$ cat src/rtl/dm_arbiter.sv
// dm_arbiter: two-port arbiter in front of a single-ported data memory (DM).
// m0 is the CPU port and m1 is the DMA/loader port. When the two ports tie,
// the grant alternates between them. m1 can assert m1_lock to hold the
// memory for a burst of up to MAX_BURST beats before m0 gets a turn.
//
// A request seen in IDLE is granted at the next edge. In an OWNx state the
// beat happens combinationally: mx_ack goes high, the DM bus carries the mx
// fields, and mx_rdata returns dm_rdata.
//
// Ports:
//   CLK, reset                          clock, synchronous active-high reset
//   m0_req/we/size/addr/wdata           CPU request fields
//   m0_ack, m0_rdata                    CPU beat completion and read data
//   m1_req/we/size/addr/wdata, m1_lock  DMA request fields and burst lock
//   m1_ack, m1_rdata                    DMA beat completion and read data
//   dm_we, dm_size, dm_addr, dm_wdata   DM write enable, size, address, data
//   dm_rdata                            DM combinational read data
module dm_arbiter #(
  parameter int MAX_BURST = 4
) (
  input  logic        CLK,
  input  logic        reset,
  input  logic        m0_req,
  input  logic        m0_we,
  input  logic [2:0]  m0_size,
  input  logic [31:0] m0_addr,
  input  logic [31:0] m0_wdata,
  output logic        m0_ack,
  output logic [31:0] m0_rdata,
  input  logic        m1_req,
  input  logic        m1_we,
  input  logic [2:0]  m1_size,
  input  logic [31:0] m1_addr,
  input  logic [31:0] m1_wdata,
  input  logic        m1_lock,
  output logic        m1_ack,
  output logic [31:0] m1_rdata,
  output logic        dm_we,
  output logic [2:0]  dm_size,
  output logic [31:0] dm_addr,
  output logic [31:0] dm_wdata,
  input  logic [31:0] dm_rdata
);

  typedef enum logic [1:0] {IDLE, OWN0, OWN1} state_t;

  // burst_cnt counts the locked beats already taken. The beat that happens
  // while burst_cnt equals BURST_LAST is the last beat of the burst.
  localparam logic [3:0] BURST_LAST = 4'(MAX_BURST - 1);

  state_t      state_q, state_d;
  logic        last_owner_q, last_owner_d;
  logic [3:0]  burst_cnt_q, burst_cnt_d;
  logic        beat0, beat1;

  // Beats are gated by reset so no DM write can occur while reset is high.
  assign beat0 = !reset && (state_q == OWN0) && m0_req;
  assign beat1 = !reset && (state_q == OWN1) && m1_req;

  always_comb begin
    m0_ack   = beat0;
    m1_ack   = beat1;
    m0_rdata = beat0 ? dm_rdata : 32'd0;
    m1_rdata = beat1 ? dm_rdata : 32'd0;
    dm_we    = 1'b0;
    dm_size  = 3'd0;
    dm_addr  = 32'd0;
    dm_wdata = 32'd0;
    if (beat0) begin
      dm_we    = m0_we;
      dm_size  = m0_size;
      dm_addr  = m0_addr;
      dm_wdata = m0_wdata;
    end else if (beat1) begin
      dm_we    = m1_we;
      dm_size  = m1_size;
      dm_addr  = m1_addr;
      dm_wdata = m1_wdata;
    end
  end

  always_comb begin
    state_d      = state_q;
    last_owner_d = last_owner_q;
    burst_cnt_d  = burst_cnt_q;
    case (state_q)
      IDLE: begin
        // On a tie the grant goes to the port that was not served last.
        if (m0_req && (!m1_req || last_owner_q)) begin
          state_d = OWN0;
        end else if (m1_req) begin
          state_d     = OWN1;
          burst_cnt_d = 4'd0;
        end
      end
      OWN0: begin
        // A withdrawn m0 falls through the same priority as a completed beat.
        if (m0_req) last_owner_d = 1'b0;
        if (m1_req) begin
          state_d     = OWN1;
          burst_cnt_d = 4'd0;
        end else if (m0_req) begin
          state_d = OWN0;
        end else begin
          state_d = IDLE;
        end
      end
      OWN1: begin
        if (m1_req) begin
          last_owner_d = 1'b1;
          if (m1_lock && (burst_cnt_q < BURST_LAST)) begin
            burst_cnt_d = burst_cnt_q + 4'd1;
          end else if (m0_req) begin
            state_d = OWN0;
          end else begin
            // m1 keeps the memory, but the burst count starts over.
            burst_cnt_d = 4'd0;
          end
        end else begin
          state_d = m0_req ? OWN0 : IDLE;
        end
      end
      default: state_d = IDLE;
    endcase
  end

  always_ff @(posedge CLK) begin
    if (reset) begin
      state_q      <= IDLE;
      last_owner_q <= 1'b1;
      burst_cnt_q  <= 4'd0;
    end else begin
      state_q      <= state_d;
      last_owner_q <= last_owner_d;
      burst_cnt_q  <= burst_cnt_d;
    end
  end

endmodule

$ cat config.mk
export PLATFORM = sky130hd
export DESIGN_NAME = dm_arbiter
export DESIGN_NICKNAME = d
export VERILOG_FILES = /design/src/rtl/dm_arbiter.sv
export SDC_FILE = /design/constraint.sdc
export NUM_CORES = 1
export LEC_CHECK = 0
export CAP_MARGIN = 20
export CORE_AREA = 2 2 119 121
export DETAILED_ROUTE_END_ITERATION = 10
export DIE_AREA = 0 0 121 123
export DONT_BUFFER_PORTS = 1
export PLACE_DENSITY = 0.3
export SLEW_MARGIN = 20
export SYNTH_ARGS = -nofsm -noshare
export SYNTH_HDL_FRONTEND = slang
export SYNTH_SLANG_ARGS = --single-unit
$ cat constraint.sdc
create_clock -name CLK -period 1.93 [get_ports CLK]
set_input_delay 0.386 -clock CLK [delete_from_list [all_inputs] [get_ports CLK]]
set_output_delay 0.386 -clock CLK [all_outputs]
set_load 0.005 [all_outputs]
## Yosys cells after proc, flatten, opt, wreduce, memory -nomap -nowiden

Cells that the tools add are included.

- Bitwise operators: 0
- Add/sub/neg operators: 1
- Muxes and demuxes: 27
- Shift operators: 0
- Multiply operators: 0
- Reductions and logical operators: 15
- Divide/modulo/power cells: 0
- Equality and inequality tests: 9
- Order comparisons: 1

Operators by type and width:

| kind | count |
|---|---|
| two-way mux 32 bit | 6 |
| two-way mux 4 bit | 5 |
| two-way mux 2 bit | 6 |
| one-hot mux 4 bit (3 select lines) | 1 |
| != test 3 bit (second input constant) | 3 |
| logical AND 1 bit | 6 |
| two-way mux 3 bit | 2 |
| != test 2 bit (second input constant) | 3 |
| one-hot mux 2 bit (3 select lines) | 1 |
| AND reduction 3 bit | 2 |
| two-way mux 1 bit | 5 |
| adder 4 x 1 -> 4 bit (second input constant) | 1 |
| less-than comparator 4 x 2 -> 1 bit (second input constant) | 1 |
| AND reduction 4 bit | 1 |
| != test 3 x 2 -> 1 bit (second input constant) | 1 |
| nonzero test 3 bit | 1 |
| == test 2 x 1 -> 1 bit (second input constant) | 1 |
| == test 2 bit (second input constant) | 1 |
| logical NOT 1 bit | 2 |
| logical NOT 2 bit | 1 |
| one-hot mux 1 bit (2 select lines) | 1 |
| nonzero test 2 bit | 1 |
| logical OR 1 bit | 1 |

- Register bits after elaboration: 7
- Output and inout bits: 134
- Input bits: 173
- Logic and storage cells: 56
- Bits in read-only memories: 0
- Memories kept: 0
- Bits in latches: 0
- Bits in writable memories: 0

## Depth between registers and ports, before layout

Gate-level depths: netlist (run 1).

- Depth after elaboration: 5
- Mapped depth: 5
- Mapped depth without buffers: 4

## Worst setup path after synthesis (run 1)

OpenSTA, ideal clock, no wires.

- Path type: flip-flop to output port
- From: register state_q[0]
- To: output dm_addr[10]
- Arrival time: 1.202 ns
- Path buffers: 2
- Required time: 1.544 ns
- Stages on the path, launching flop included: 6
- Setup slack: 0.342 ns
- Cell sequence: dfxtp_1 -> inv_2 -> nor4b_4 -> buf_6 -> buf_4 -> a22o_1

- Longest elaborated chain between the ends: 5
- Elaborated cells between the ends (all ways): 8
- Classes of those cells: 2 x eq/ne; 2 x mux; 4 x reduce/logical

RTL lines:

| what | RTL line | source |
|---|---|---|
| start: declaration | 51 | `state_t state_q, state_d;` |
| start signal: assignment | 133 | `state_q <= state_d;` |
| == test 2 bit | 58 | `assign beat1 = !reset && (state_q == OWN1) && m1_req;` |
| logical AND 1 bit (2 in series) | 58 |  |
| two-way mux 32 bit | 74 | `end else if (beat1) begin` |
| two-way mux 32 bit * | 69 | `if (beat0) begin` |
| end: declaration | 40 | `output logic [31:0] dm_addr,` |

Mark *: on every way between the ends. The rest lies on a longest branch, timed or not.

## Worst setup path after layout (run 1)

- From: register state_q[0]
- To: output dm_addr[9]

Same word-level chain as after synthesis.

==> reports/metrics.csv, run 1 <==
metric,value,unit
dp_hpwl,6037,um
ys_warn_count,0,
synth_compound_area_share,42.05,%
crit_type,reg -> out,
grt_usage,7.721,%
total_power,0.7530,mW
grt_antenna_before_repair,0,
worst_clock_skew,0.0001592,ns
cpPeakStageDelay,0.31,ns
synth_top_cell_area_share,38.64,%
synthAdderAreaFrac,0.8117,%
layout_common_cells,"a22o_1 (67), and2_1 (61), clkbuf_16 (9)",
worst-r2r-cell-count,4,
synth_area_leaders,"a22o_1 (39%), and2_1 (26%), dfxtp_1 (9.1%), buf_6 (5.1%), nor4b_4 (3.1%)",
synth_top_cell_by_area,a22o_1,
ir_drop,330.0,uV
postCtsHoldBufs,0,
clkSinkCount,7,
required,1.54,ns
synth-seq-cells,7,
crit_slowest_cell,dfxtp_1,
synth-xor-area-share,0,%
syn_nets,369,
clkLatencyLatePin,0.23,ns
path_clk_slew,0.03,ns
grt_max_degree,58,
slew-limit-headroom,64.22,%
start_util,11.32,%
tightest_slew,0.5362,ns
syn_inst,195,
routed_via_density,4.717,
vias,1797,
setup_tns,0,ns
core,13610,um^2
die_x,121,um
io_pins,307,
drtAntennaViolNets,0,
n_fill_cell,1542,
start_kind,register,
crit_start,state_q[0],
cts.htree.levels,1,
hold_path.startpoint,reset,
drive_gt1_share,19.00,%
synth.distinct_cells,27,
dr.first_iter.drc_count,87,
muxShareOfSynthArea,1.299,%
end_kind,output pin,
wl,9088,um
min_period,1.889,ns
numCtsBuffers,3,
setup_violations,0,
status,completed,
ys_seq_area_share,9.091,%
cts_root_buf,clkbuf_16,
r2r_start,burst_cnt_q[0],
rsz0062_at_grt,true,
routedWlPerCell,23.85,um
yosys.area_share.simple,35.71,%
path_max_fanout,6,
tritoncts,built,
rows,43,
firstDrtPassIters,4,
p_leak,0.8103,nW
arrival,1.50,ns
io_buffers,0,
grt_pass1_wl,8445,um
synth_top_family_by_area,compound AO/OA/AOI/OAI gates,
path_cells,buf_4 -> nor2_4 -> and3_4 -> buf_12 -> clkbuf_16 -> a22o_1,
avgSynthCellArea,7.905,um^2
cap_violations,0,
grt_pass1_vias,1323,
syn_to_final_growth,36.12,%
fin_crit_sh,97.90,%
fp.dieH,123,um
p_per_area,358.9,nW/um^2
cts_buffer_depth,2,
final_max_slew_viol_count,0,
syn_area,1541,um^2
place.gp.congestion,0.7454,
dieArea,14880,um^2
hold_depth,1,
drc_errors,0,
overflow,0,
final_common_cell,a22o_1,
max_freq,529.3,MHz
holdCritPathClass,in -> reg,
fin_nets,375,
final-hold-violation-count,0,
holdWs,0.2227,ns
-- state kept, by name, summed over array words and instances (netlist names) --
name and count:
state_q 2, last_owner_q 1, burst_cnt_q 4
-- critical path, delay by kind of cell (launching register included) --
| kind | cells | cell delay, ns |
|---|---|---|
| buffers and inverters | 3 | 0.44 |
| and+or+nand+nor | 2 | 0.36 |
| DFF | 1 | 0.31 |
| AOI/OAI and AO/OA | 1 | 0.16 |
-- Yosys cell counts --
library cell / instances
a211oi_1: 1
a21oi_1: 3
a22o_1: 68
and2_1: 65
and3_1: 3
and3b_1: 1
buf_2: 8
buf_4: 3
buf_6: 7
clkbuf_1: 3
clkbuf_2: 2
dfxtp_1: 7
ha_1: 1
inv_1: 1
inv_2: 1
mux2i_1: 2
nand2_1: 6
nand4_1: 1
nand4b_1: 1
nand4bb_1: 1
nor2_1: 2
nor3_1: 1
nor3b_1: 1
nor4b_4: 2
o2111ai_1: 1
o21ai_0: 2
o221a_2: 1
-- timing repair --
action,in CTS,in global routing
resized for setup,0,11
buffers inserted,0,4
endpoints found under the setup margin,0,132
-- path summary, 6_finish.rpt --
kind,endpoint,slack (ns)
worst max-delay path,dm_addr[9],0.04
worst max register to register,burst_cnt_q[2],0.32
worst min-delay path,state_q[1],0.22
worst min register to register,burst_cnt_q[0],0.49
-- stage by stage --
stage	utilization, %	setup slack, ns	area, um^2	instances
6_report	15.42	0.04056	2098	381
3_5_place_dp	12.55	0.2578	1708	359
2_1_floorplan	-	0.3418	1541	195
5_1_grt	15.40	-0.01740	2096	380
3_3_place_gp	12.55	0.2770	1708	359
4_1_cts	13.13	0.01026	1787	363
-- metal layers --
| layer | part of all wire (%) | GRT usage (%) | vias up | wire length, um |
|---|---|---|---|---|
| met2 | 48 | 12.25 | 164 | 4328 |
| met1 | 44 | 11.00 | 881 | 3957 |
| li1 | - | - | 747 | - |
| met3 | 8.4 | 1.245 | 5 | 760 |
| met4 | 0.46 | 1.599 | 0 | 42 |
| met5 | 0 | 0 | - | 0 |
-- logic make-up (layout without fill, tap and decap cells) --
kind of cell | Yosys count | after routing
simple gates | 84 | 85
fa+ha+maj | 1 | 1
compound gates | 76 | 76
other cells | 0 | 1
flops | 7 | 7
mux | 2 | 2
buf+inv | 25 | 29
-- power breakdown --
part / internal (mW) / switching, mW
clock network: 0.275 / 0.0801
logic: 0.120 / 0.117
registers: 0.153 / 0.00797
total: 0.548 / 0.205
-- layout make-up --
cell class	count	area, um^2	area share (%)
multi-input combinational	164	1274	60.70
timing repair buffer	23	370.4	17.65
tap	180	225.2	10.73
sequential	7	140.1	6.679
clock buffer	4	78.83	3.757
inverter	2	7.507	0.3578
antenna	1	2.502	0.1193
Power figures use the tool's default switching activity.
==> run 2, diff against run 1 <==
==> constraint.sdc (replaced) <==
create_clock -name CLK -period 1.93 [get_ports CLK]
set_input_delay 0.386 -clock CLK [delete_from_list [all_inputs] [get_ports CLK]]
set_output_delay 0.386 -clock CLK [all_outputs]
set_load 0.05 [all_outputs]
==> run 2 against run 1 <==
The run now ends with negative setup slack left. Register-to-register slack improved by 0.06 ns. Clock power barely moved. Highest routed layer unchanged. Combinational power rose to 3.8 times the previous value. Wire length rose by 24%. Total power rose by 90%. Critical path depth rose by 2. Largest power group is now combinational cells.
==> reports/metrics.csv, run 2 (same netlist as run 1, synthesis figures left out) <==
metric,value,unit,change
clkLatencyLatePin,0.23,ns,about the same
grt_max_degree,28,,-52%
grt_pass1_vias,2366,,+79%
firstDrtPassIters,4,,unchanged
place.gp.congestion,0.7507,,+0.71%
instances_no_fill,513,,+35%
tightest_slew,0.4930,ns,-0.04316 ns
tritoncts,built,,
io_pins,307,,unchanged
fp.dieH,123,um,unchanged
die_x,121,um,unchanged
syn_to_final_growth,240.5,%,
fin_crit_sh,110.1,%,+12 points
clkSinkCount,7,,unchanged
rows,43,,unchanged
layout_common_cells,"buf_12 (130), and2_4 (60), a22o_1 (39)",,
start_kind,register,,
worst_clock_skew,0.002552,ns,+0.002392 ns
final_max_slew_viol_count,0,,unchanged
grt_usage,12.88,%,+5.2 points
setup_violations,122,,+122
numCtsBuffers,3,,unchanged
grt_antenna_before_repair,0,,unchanged
setup_ws,-0.1948,ns,-0.2354 ns
dieArea,14880,um^2,unchanged
holdCritPathClass,in -> reg,,
placed_cell_area,4200,um^2,+150%
max_freq,470.6,MHz,-11%
grt_pass1_wl,14550,um,+72%
p_leak,2.196,nW,+170%
cap_violations,0,,unchanged
start_util,11.32,%,unchanged
p_per_area,272.0,nW/um^2,-24%
cts_buffer_depth,2,,unchanged
violations,negative setup slack,,
final_cell_area,5249,um^2,+150%
n_fill_cell,1269,,-18%
vias,2253,,+25%
ir_drop,461.1,uV,+40%
end_kind,output pin,,
overflow,0,,unchanged
dp_hpwl,7672,um,+27%
dr.first_iter.drc_count,66,,-24%
pre_cts_ws,0.06937,ns,-0.1884 ns
total_power,1.427,mW,+90%
arrival,1.74,ns,+0.24 ns
top_regs,"burst_cnt_q (4), state_q (2), last_owner_q (1)",,
path_clk_slew,0.04,ns,about the same
place_inst,484,,+35%
cts_root_buf,clkbuf_16,,
drive_gt1_share,77.18,%,+58 points
top_register,burst_cnt_q,,
core,13610,um^2,unchanged
crit_type,reg -> out,,
final_common_cell,buf_12,,
required,1.54,ns,about the same
status,"finished, violations left",,
rsz0062_at_grt,true,,
io_buffers,0,,unchanged
drtAntennaViolNets,0,,unchanged
routed_via_density,4.392,,-6.9%
drc_errors,0,,unchanged
wl,11270,um,+24%
final-hold-violation-count,0,,unchanged
routedWlPerCell,21.96,um,-7.9%
path_max_fanout,6,,unchanged
min_period,2.125,ns,+0.2354 ns
fin_nets,508,,+35%
num_antenna_cells,0,,-1
largest_register_ffs,4,,unchanged
cts.htree.levels,1,,unchanged
slew-limit-headroom,67.10,%,+2.9 points
[run 2: final timing paths]
check	slack, ns	to	cells after the start	from
worst min-delay path	0.21	state_q[1]	1	reset
worst max-delay path	-0.19	dm_wdata[22]	8	state_q[0]
worst min register to register	0.47	burst_cnt_q[1]	2	burst_cnt_q[1]
worst max register to register	0.38	burst_cnt_q[2]	4	burst_cnt_q[0]
[run 2: layout make-up]
type,instances,area [um^2],share of cell area (%)
repair buffers,157,3142,59.86
multi-input cells,163,1648,31.39
well taps,180,225.2,4.291
flip-flops and latches,7,145.1,2.765
clock buffers,4,78.83,1.502
inverters,2,10.01,0.1907
[run 2: through the flow]
stage / setup TNS (ns) / hold slack [ns] / util, %
detailed placement: 0 / 0.4617 / 30.86
finish: -15.81 / 0.2095 / 38.56
floorplan: 0 / 0.4418 / -
CTS: -12.46 / 0.2043 / 36.48
global route: -21.93 / 0.2127 / 38.56
global placement: 0 / 0.4533 / 30.86
[run 2: power breakdown]
group	switching [mW]	internal [mW]
registers	0.00784	0.153
logic	0.455	0.457
clock network	0.0800	0.275
[run 2: layer usage]
layer | vias up | wire length, um | global-route usage [%] | part of all wire (%)
li1 | 1015 | - | - | -
met1 | 1089 | 4120 | 14.44 | 37
met5 | - | 0 | 0 | 0
met3 | 3 | 874 | 3.321 | 7.8
met4 | 0 | 42 | 1.526 | 0.37
met2 | 146 | 6230 | 24.96 | 55
[run 2: repair_timing]
item / CTS / global route
gates cloned: 10 / 4
setup endpoints to repair: 134 / 133
hold buffers: 0 / 0
resized for setup: 88 / 26
endpoints found under the hold margin: 0 / 0
pin swaps: 41 / 18
setup buffers: 9 / 2
[run 2: critical path, cell delays in order, from the launching register on]
cell and delay [ns]:
dfxtp_2 0.34, buf_6 0.10, inv_4 0.03, nor4b_4 0.25, buf_6 0.17, buf_12 0.13
clkbuf_16 0.14, a22o_1 0.18, buf_12 0.14
